`config.mk`:
```
export PLATFORM = sky130hd
export DESIGN_NAME = mdio_master
export DESIGN_NICKNAME = d
export VERILOG_FILES = /design/src/rtl/mdio_pkg.sv /design/src/rtl/mdio_mdc_gen.sv /design/src/rtl/mdio_master.sv
export SDC_FILE = /design/constraint.sdc
export NUM_CORES = 1
export LEC_CHECK = 0
export ABC_CLOCK_PERIOD_IN_PS = 8400
export BUFFER_PORTS_ARGS = -buffer_cell sky130_fd_sc_hd__buf_2
export CORE_MARGIN = 2
export CORE_UTILIZATION = 40
export DETAILED_ROUTE_END_ITERATION = 8
export PLACE_DENSITY_LB_ADDON = 0.2
export REMOVE_ABC_BUFFERS = 1
export SLEW_MARGIN = 10
export SYNTH_ARGS = -nofsm -noshare
export SYNTH_HDL_FRONTEND = slang
export SYNTH_SLANG_ARGS = --single-unit
```
`constraint.sdc`:
```
create_clock -name clk -period 8.4 [get_ports clk]
set_clock_uncertainty 0.05 [all_clocks]
set_input_delay 2.1 -clock clk [delete_from_list [all_inputs] [get_ports clk]]
set_output_delay 2.1 -clock clk [all_outputs]
set_load 0.01 [all_outputs]
```
`src/rtl/mdio_pkg.sv`:
```
// Shared types and frame constants for the Clause 22 MDIO master.
package mdio_pkg;

   typedef enum logic [2:0] {
      IDLE,
      PRE,
      ST_OP,
      ADDR,
      TA,
      DATA,
      DONE
   } mdio_state_e;

   localparam logic [1:0] MDIO_ST    = 2'b01;
   localparam logic [1:0] MDIO_OP_WR = 2'b01;
   localparam logic [1:0] MDIO_OP_RD = 2'b10;
   localparam logic [1:0] MDIO_TA_WR = 2'b10;

   localparam int PRE_LEN  = 32;
   localparam int STOP_LEN = 4;
   localparam int ADDR_LEN = 10;
   localparam int TA_LEN   = 2;
   localparam int DATA_LEN = 16;

   // Number of MDC bit periods spent in each frame state.
   function automatic logic [5:0] state_len(input mdio_state_e s);
      case (s)
         PRE:     return 6'(PRE_LEN);
         ST_OP:   return 6'(STOP_LEN);
         ADDR:    return 6'(ADDR_LEN);
         TA:      return 6'(TA_LEN);
         DATA:    return 6'(DATA_LEN);
         default: return 6'd1;
      endcase
   endfunction

endpackage

```
`src/rtl/mdio_mdc_gen.sv`:
```
// MDC divider: DIV clk per half period, idle low, with strobes on the
// clk edges that will raise (rise_stb) and lower (fall_stb) mdc.
module mdio_mdc_gen #(
   parameter int DIV = 10
) (
   input  logic clk,
   input  logic rstn,
   input  logic clr,
   input  logic run,
   output logic mdc,
   output logic fall_stb,
   output logic rise_stb
);

   localparam int CW = $clog2(DIV);

   logic [CW-1:0] div_cnt;
   logic          term;

   assign term     = run && (div_cnt == CW'(DIV - 1));
   assign rise_stb = term & ~mdc;
   assign fall_stb = term & mdc;

   always_ff @(posedge clk or negedge rstn) begin
      if (!rstn) begin
         div_cnt <= '0;
         mdc     <= 1'b0;
      end else if (clr) begin
         div_cnt <= '0;
         mdc     <= 1'b0;
      end else if (run) begin
         if (term) begin
            div_cnt <= '0;
            mdc     <= ~mdc;
         end else begin
            div_cnt <= div_cnt + CW'(1);
         end
      end
   end

endmodule

```
`src/rtl/mdio_master.sv`:
```
// Clause 22 MDIO station master: one read/write frame per accepted command.
// Optional MDIO_PRE_SUPPRESS_EN adds a pre_suppress input that skips the preamble.
module mdio_master
   import mdio_pkg::*;
#(
   parameter int DIV = 10
) (
   input  logic        clk,
   input  logic        rstn,
   input  logic        soft_reset,
   input  logic        cmd_valid,
   output logic        cmd_ready,
   input  logic        cmd_rd,
   input  logic [4:0]  cmd_phyad,
   input  logic [4:0]  cmd_regad,
   input  logic [15:0] cmd_wdata,
`ifdef MDIO_PRE_SUPPRESS_EN
   input  logic        pre_suppress,
`endif
   output logic        rsp_valid,
   output logic [15:0] rsp_rdata,
   output logic        rsp_err,
   output logic        busy,
   output logic        mdc,
   output logic        mdio_o,
   output logic        mdio_oe,
   input  logic        mdio_i
);

   mdio_state_e state, state_nx;
   logic [5:0]  bit_cnt;
   logic [31:0] tx_sr;
   logic [15:0] rx_sr;
   logic        rd_q;
   logic        err_q;
   logic [31:0] frame;
   logic        accept;
   logic        run;
   logic        last_bit;
   logic        skip_pre;
   logic        fall_stb;
   logic        rise_stb;
   logic        tx_bit;
   logic        drv_o;
   logic        drv_oe;

`ifdef MDIO_PRE_SUPPRESS_EN
   assign skip_pre = pre_suppress;
`else
   assign skip_pre = 1'b0;
`endif

   assign cmd_ready = (state == IDLE) & ~soft_reset;
   assign accept    = cmd_valid & cmd_ready;
   assign busy      = (state != IDLE);
   assign run       = (state != IDLE) && (state != DONE);
   assign last_bit  = (bit_cnt == state_len(state) - 6'd1);
   assign frame     = {MDIO_ST, (cmd_rd ? MDIO_OP_RD : MDIO_OP_WR),
                       cmd_phyad, cmd_regad, MDIO_TA_WR, cmd_wdata};

   mdio_mdc_gen #(
      .DIV(DIV)
   ) u_mdc_gen (
      .clk      (clk),
      .rstn     (rstn),
      .clr      (soft_reset | accept),
      .run      (run),
      .mdc      (mdc),
      .fall_stb (fall_stb),
      .rise_stb (rise_stb)
   );

   always_comb begin
      state_nx = state;
      if (soft_reset) begin
         state_nx = IDLE;
      end else begin
         case (state)
            IDLE:    if (accept) state_nx = skip_pre ? ST_OP : PRE;
            PRE:     if (fall_stb && last_bit) state_nx = ST_OP;
            ST_OP:   if (fall_stb && last_bit) state_nx = ADDR;
            ADDR:    if (fall_stb && last_bit) state_nx = TA;
            TA:      if (fall_stb && last_bit) state_nx = DATA;
            DATA:    if (fall_stb && last_bit) state_nx = DONE;
            DONE:    state_nx = IDLE;
            default: state_nx = IDLE;
         endcase
      end
   end

   // Pad value for the bit that begins on this edge. The PRE->ST_OP edge
   // presents tx_sr[31] unshifted; every later bit edge looks one ahead.
   always_comb begin
      tx_bit = (state == IDLE) ? frame[31] :
               ((state == PRE) ? tx_sr[31] : tx_sr[30]);
      drv_o  = 1'b1;
      drv_oe = 1'b0;
      case (state_nx)
         PRE: begin
            drv_o  = 1'b1;
            drv_oe = 1'b1;
         end
         ST_OP, ADDR: begin
            drv_o  = tx_bit;
            drv_oe = 1'b1;
         end
         TA, DATA: begin
            if (!rd_q) begin
               drv_o  = tx_bit;
               drv_oe = 1'b1;
            end
         end
         default: begin
            drv_o  = 1'b1;
            drv_oe = 1'b0;
         end
      endcase
   end

   always_ff @(posedge clk or negedge rstn) begin
      if (!rstn) begin
         state     <= IDLE;
         bit_cnt   <= '0;
         mdio_o    <= 1'b1;
         mdio_oe   <= 1'b0;
         rsp_valid <= 1'b0;
         rsp_rdata <= '0;
         rsp_err   <= 1'b0;
      end else begin
         state     <= state_nx;
         rsp_valid <= (state == DATA) && (state_nx == DONE);
         if (soft_reset) begin
            bit_cnt   <= '0;
            mdio_o    <= 1'b1;
            mdio_oe   <= 1'b0;
            rsp_rdata <= '0;
            rsp_err   <= 1'b0;
         end else begin
            if (accept) begin
               bit_cnt <= '0;
            end else if (fall_stb) begin
               bit_cnt <= last_bit ? 6'd0 : bit_cnt + 6'd1;
            end
            if (accept || fall_stb) begin
               mdio_o  <= drv_o;
               mdio_oe <= drv_oe;
            end
            if ((state == DATA) && (state_nx == DONE) && rd_q) begin
               rsp_rdata <= rx_sr;
               rsp_err   <= err_q;
            end
         end
      end
   end

   // Frame shift registers; only meaningful between accept and DONE.
   always_ff @(posedge clk) begin
      if (accept) begin
         tx_sr <= frame;
         rd_q  <= cmd_rd;
         err_q <= 1'b0;
      end else begin
         if (fall_stb && (state != PRE)) begin
            tx_sr <= {tx_sr[30:0], 1'b0};
         end
         if (rise_stb && (state == TA) && (bit_cnt == 6'd1)) begin
            err_q <= mdio_i;
         end
         if (rise_stb && (state == DATA)) begin
            rx_sr <= {rx_sr[14:0], mdio_i};
         end
      end
   end

endmodule
```
## After elaboration in Yosys (flattened, before gate mapping)

Index checks and enable logic that the tools add are counted.
W data, S select, Z words.

| storage, ports and cells | value |
|---|---|
| bits in registers | 84 |
| logic and storage cells | 100 |

| cells by class | value |
|---|---|
| add/sub/neg operators | 3 |
| equal/unequal tests | 16 |
| mux-type cells | 36 |
| bitwise logic cells | 8 |
| reduce and logical (&&, ||, !) cells | 23 |

Operators with widths:

| kind | number |
|---|---|
| $mux W30 | 2 |
| $mux W16 | 2 |
| $pmux W6 S5 | 1 |
| $mux W6 | 4 |
| $mux W3 | 7 |
| $pmux W3 S6 | 1 |
| $eq A3 B3 Y1 const B | 5 |
| $mux W1 | 13 |
| $eq A3 B2 Y1 const B | 4 |
| $mux W4 | 3 |
| $reduce_bool A2 Y1 | 5 |
| $logic_and A1 B1 Y1 | 9 |
| $add A6 B1 Y6 const B | 1 |
| $eq A3 B1 Y1 const B | 2 |
| $eq A6 B1 Y1 const B | 1 |
| $eq A6 B6 Y1 | 1 |
| $reduce_bool A3 Y1 | 2 |
| $sub A6 B1 Y6 const B | 1 |
| $add A4 B1 Y4 const B | 1 |
| $and A1 B1 Y1 | 4 |
| $eq A4 B4 Y1 const B | 1 |
| $pmux W1 S2 | 2 |
| $reduce_and A2 Y1 | 2 |
| $reduce_or A2 Y1 | 2 |
| 8 further kinds | 10 |

## Logic depth before layout (Yosys ltp)

| logic depth | value |
|---|---|
| word-level depth | 13 |
| depth in mapped cells | 10 |
| depth with buffers taken out | 9 |

## Modules after synthesis

Synthesis repeated with hierarchy kept, for this count alone.

| second synthesis, totals | value |
|---|---|
| cells, all modules | 293 |
| area total of the unflattened synthesis | 3846.2 um^2 |

Modules (own cells, without submodules):

| module | instances | cells an instance | area each (um^2) | sequential area each (um^2) |
|---|---|---|---|---|
| mdio_master | 1 | 263 | 3558.4 | 2178.3 |
| mdio_mdc_gen | 1 | 30 | 287.8 | 125.1 |

## Worst setup path after synthesis

Ideal clock, no wire load.

| timing path | value |
|---|---|
| path kind | input -> output |
| start point | input soft_reset |
| end point | output cmd_ready |
| arrival time | 2.300 ns |
| required time | 6.250 ns |
| setup slack | 3.950 ns |
| cell stages on the path | 1 |
| path buffers | 0 |
| cells stage by stage | nor2_1 |

| between the ends | value |
|---|---|
| word-level cells in the longest chain between the ends | 2 |

RTL lines:

| item | RTL line | text |
|---|---|---|
| start: declaration | mdio_master.sv:10 | `input logic soft_reset,` |
| $not A1 Y1 | mdio_master.sv:53 | `assign cmd_ready = (state == IDLE) & ~soft_reset;` |
| $and A1 B1 Y1 | mdio_master.sv:53 |  |
| end: declaration | mdio_master.sv:12 | `output logic cmd_ready,` |

No other way between the ends.

## Final worst setup path

Ends and elaborated chain as after synthesis.

==> results by group <==
CTS
  • TritonCTS Buffers: 9
  • Clk root buf: clkbuf_8
  • Bufs on Longest Clock Path: 2
  • CTS resizes: 0
  • Clock sink count: 84
  • TritonCTS clock tree: done
  • Hold buffers post-CTS: 0
  • Max H-tree Level: 3
  • Clock slew seen by the registers of the worst setup and hold paths: 0.08 ns
  • Postcts setup bufs: 0
  • Worst-Skew Late Latency: 0.36 ns

Synthesis
  • Primary FF master, synth: edfxtp_1
  • EDFF count, synth: 45
  • Async S/R FF share, synth: 0.405
  • Post-Syn Instances: 284
  • YS warnings: 0
  • #FFs+latches synth: 84
  • Synthesized area per cell: ~13 µm²
  • Seq/Total Area, Yosys: 0.627
  • Synthesized area: 0.00367 mm²
  • Synth cell types: 56

Final layout
  • Synthesis-to-layout area growth: 16.2%
  • Most common cell after layout, fill and taps aside: buf_2
  • Most frequent cells in the layout: buf_2, edfxtp_1, nor2_1
  • Inserted Diodes: 0
  • Number of fill cells: 805
  • Proportion of layout cells with a drive suffix above 1: 0.251
  • Multi-input logic area: 0.00127 mm²
  • Final Net Count: between 300 and 400
  • FF/Latch Area: 0.00230 mm²
  • Final cell count without fillers: 450
  • Final Util: 0.485

Worst setup path
  • FF-to-FF Start: u_mdc_gen.div_cnt[1]
  • Largest stage delay, worst path: 0.47 ns
  • Crit-path cells: buf_2 -> nor2_1 -> buf_2
  • R2R Setup Slk: around 5 ns
  • Critical path peak fanout: 30
  • Worst Setup Start Kind: primary input
  • CP Data Required Time: 6.25 ns
  • Worst r2r path cells: 6
  • Crit end category: primary output
  • Critical path arrival: around 2.9 ns
  • Slowest CP cell: buf_2
  • RR Endpoint: tx_sr[23]
  • Most frequent CP cell: buf_2
  • Crit Path Category: primary input to primary output

Drt
  • Iteration count of the initial detailed-routing pass: 4
  • Drt drc: 0
  • DR vias: 2,472
  • Iter 0 DRT Violations: between 100 and 150
  • Avg WL per Cell: 16.8 µm
  • Post-route ant nets: 0
  • Post-Route WL: 7.55 mm
  • Avg Vias per Cell: 5.49

Floorplanning
  • I/O pin total: 55
  • Core ar.: ~0.009 mm²
  • Die height: between 90 and 100 µm
  • Starting Density: 0.417
  • Die width: 99.9 µm
  • # rows: 34
  • Die Area: between 0.009 and 0.01 mm²

Min path
  • Hold Crit Class: flop to flop
  • Hold Crit Start: rx_sr[10]
  • Hold worst-path end: rx_sr[11]
  • Hold Crit Depth: 0

Run status
  • Outcome: finished clean

Global routing
  • First-pass GRT wire length: 12.5 mm
  • Largest net degree at the start of global routing: 35
  • Initial antenna violation count: 0
  • Vias in the first global route: 2,476
  • Gr usage total: 0.159
  • Overflow after GRT: 0

Power and ir drop
  • Cell internal pwr: 654 µW
  • Sw Share: 0.210
  • Register share of total power: 0.536
  • Worst vdd ir: 0.116 mV
  • Sw power: between 150 and 200 µW
  • Pwr/cell area: 194 mW/mm²
  • Part of the power in the clock network: 0.415
  • Pleak: 0.00173 µW
  • Combinational power share: 0.049

Timing
  • # setup viols final: 0
  • Slew Limit Fails: 0
  • Hold Fails Final Rpt: 0
  • Max frequency: 198 MHz
  • Setup ws final: 3.36 ns
  • Worst-Margin Slew: 1.16 ns
  • Setup_tns: 0 ns
  • Unrepaired setup endpoints after global routing: false
  • Period minus WS final: 5.04 ns
  • Period utilisation layout: 0.600
  • Max-slew headroom: 0.228

Placement
  • RePlAce Congestion: 0.784
  • I/O Buffers: 54
  • Dpl ws: 3.35 ns
  • Placed instance count: 434
  • Dpl hpwl: 4.81 mm

Job
  • MaxCap Viol Count: 0
## Yosys cell counts, drive strengths merged (3+ instances only)
cell type | instances | share of area
edfxtp | 45 | 0.37
nor2 | 34 | 0.035
dfrtp | 33 | 0.22
a22o | 27 | 0.064
mux2i | 20 | 0.054
nand2 | 18 | 0.019
clkbuf | 11 | 0.011
a21oi | 7 | 0.0095
nand3 | 7 | 0.0095
inv | 6 | 0.0061
nor3 | 6 | 0.014
a211oi | 5 | 0.012
buf | 5 | 0.016
dfxtp | 5 | 0.027
o21ai | 5 | 0.0068
ha | 4 | 0.014
nor4 | 4 | 0.0085
a2111oi | 3 | 0.012
nor2b | 3 | 0.0051
or4 | 3 | 0.0061
xor2 | 3 | 0.0072
## routing by layer
| metal | routed length [µm] | part of all wire | vias to the layer above | track usage |
|---|---|---|---|---|
| met5 | 0 | 0 | - | 0 |
| met3 | 437 | 0.058 | 8 | 0.0515 |
| met2 | 3590 | 0.48 | 69 | 0.253 |
| met1 | 3450 | 0.46 | 1217 | 0.212 |
| met4 | 70 | 0.0093 | 0 | 0.0411 |
| li1 | - | - | 1178 | - |
## logic make-up (layout without fill, tap and decap cells)
group,count (synthesis),in the layout,synth area share
XOR/XNOR,5,5,0.0119
flip-flops,84,84,0.627
AND/OR/NAND/NOR,89,89,0.125
buffers and inverters,22,80,0.0330
adder cells (fa/ha/maj),4,4,0.0136
AO/OA/AOI/OAI,59,59,0.132
multiplexers,21,21,0.0575
## cell type report
cell class	count	area share
timing repair buffer	58	0.0703
inverter	6	0.00527
sequential	84	0.539
clock inverter	6	0.0264
multi-input combinational	178	0.297
tap	108	0.0316
clock buffer	10	0.0299
## through the flow
step	hold WS, ns	total power (µW)	area (µm²)
floorplan	0.376	471	3580
finish	0.402	828	4270
CTS	0.402	838	4270
global route	0.408	858	4270
global placement	0.378	493	4030
detailed placement	0.386	494	4030
## worst max-delay path, delay by kind of cell
family | cells | cell delay (ns)
simple gates | 1 | 0.14
buf+inv | 2 | 0.64
## worst max path at each step
stage	cells after the start	endpoint	from
2_1_floorplan	1	cmd_ready	soft_reset
3_3_place_gp	3	cmd_ready	soft_reset
3_5_place_dp	3	cmd_ready	soft_reset
4_1_cts	3	cmd_ready	soft_reset
5_1_grt	3	cmd_ready	soft_reset
6_report	3	cmd_ready	soft_reset
## power groups by stage
stage                     clock, µW  sequential (µW)  combinational (µW)
after global routing            368              445                45.1
after detailed placement          0              453                40.9
after global placement            0              453                40.1
final                           343              444                40.3
after CTS                       353              444                40.9
after floorplan                   0              452                19.2
## flip-flops by register name, indices dropped and copies added (netlist names), 3 cells and up
signal,cells
state,3
rx_sr,16
u_mdc_gen.div_cnt,4
tx_sr,32
bit_cnt,6
rsp_rdata,16
(Power assumes the default switching activity.)
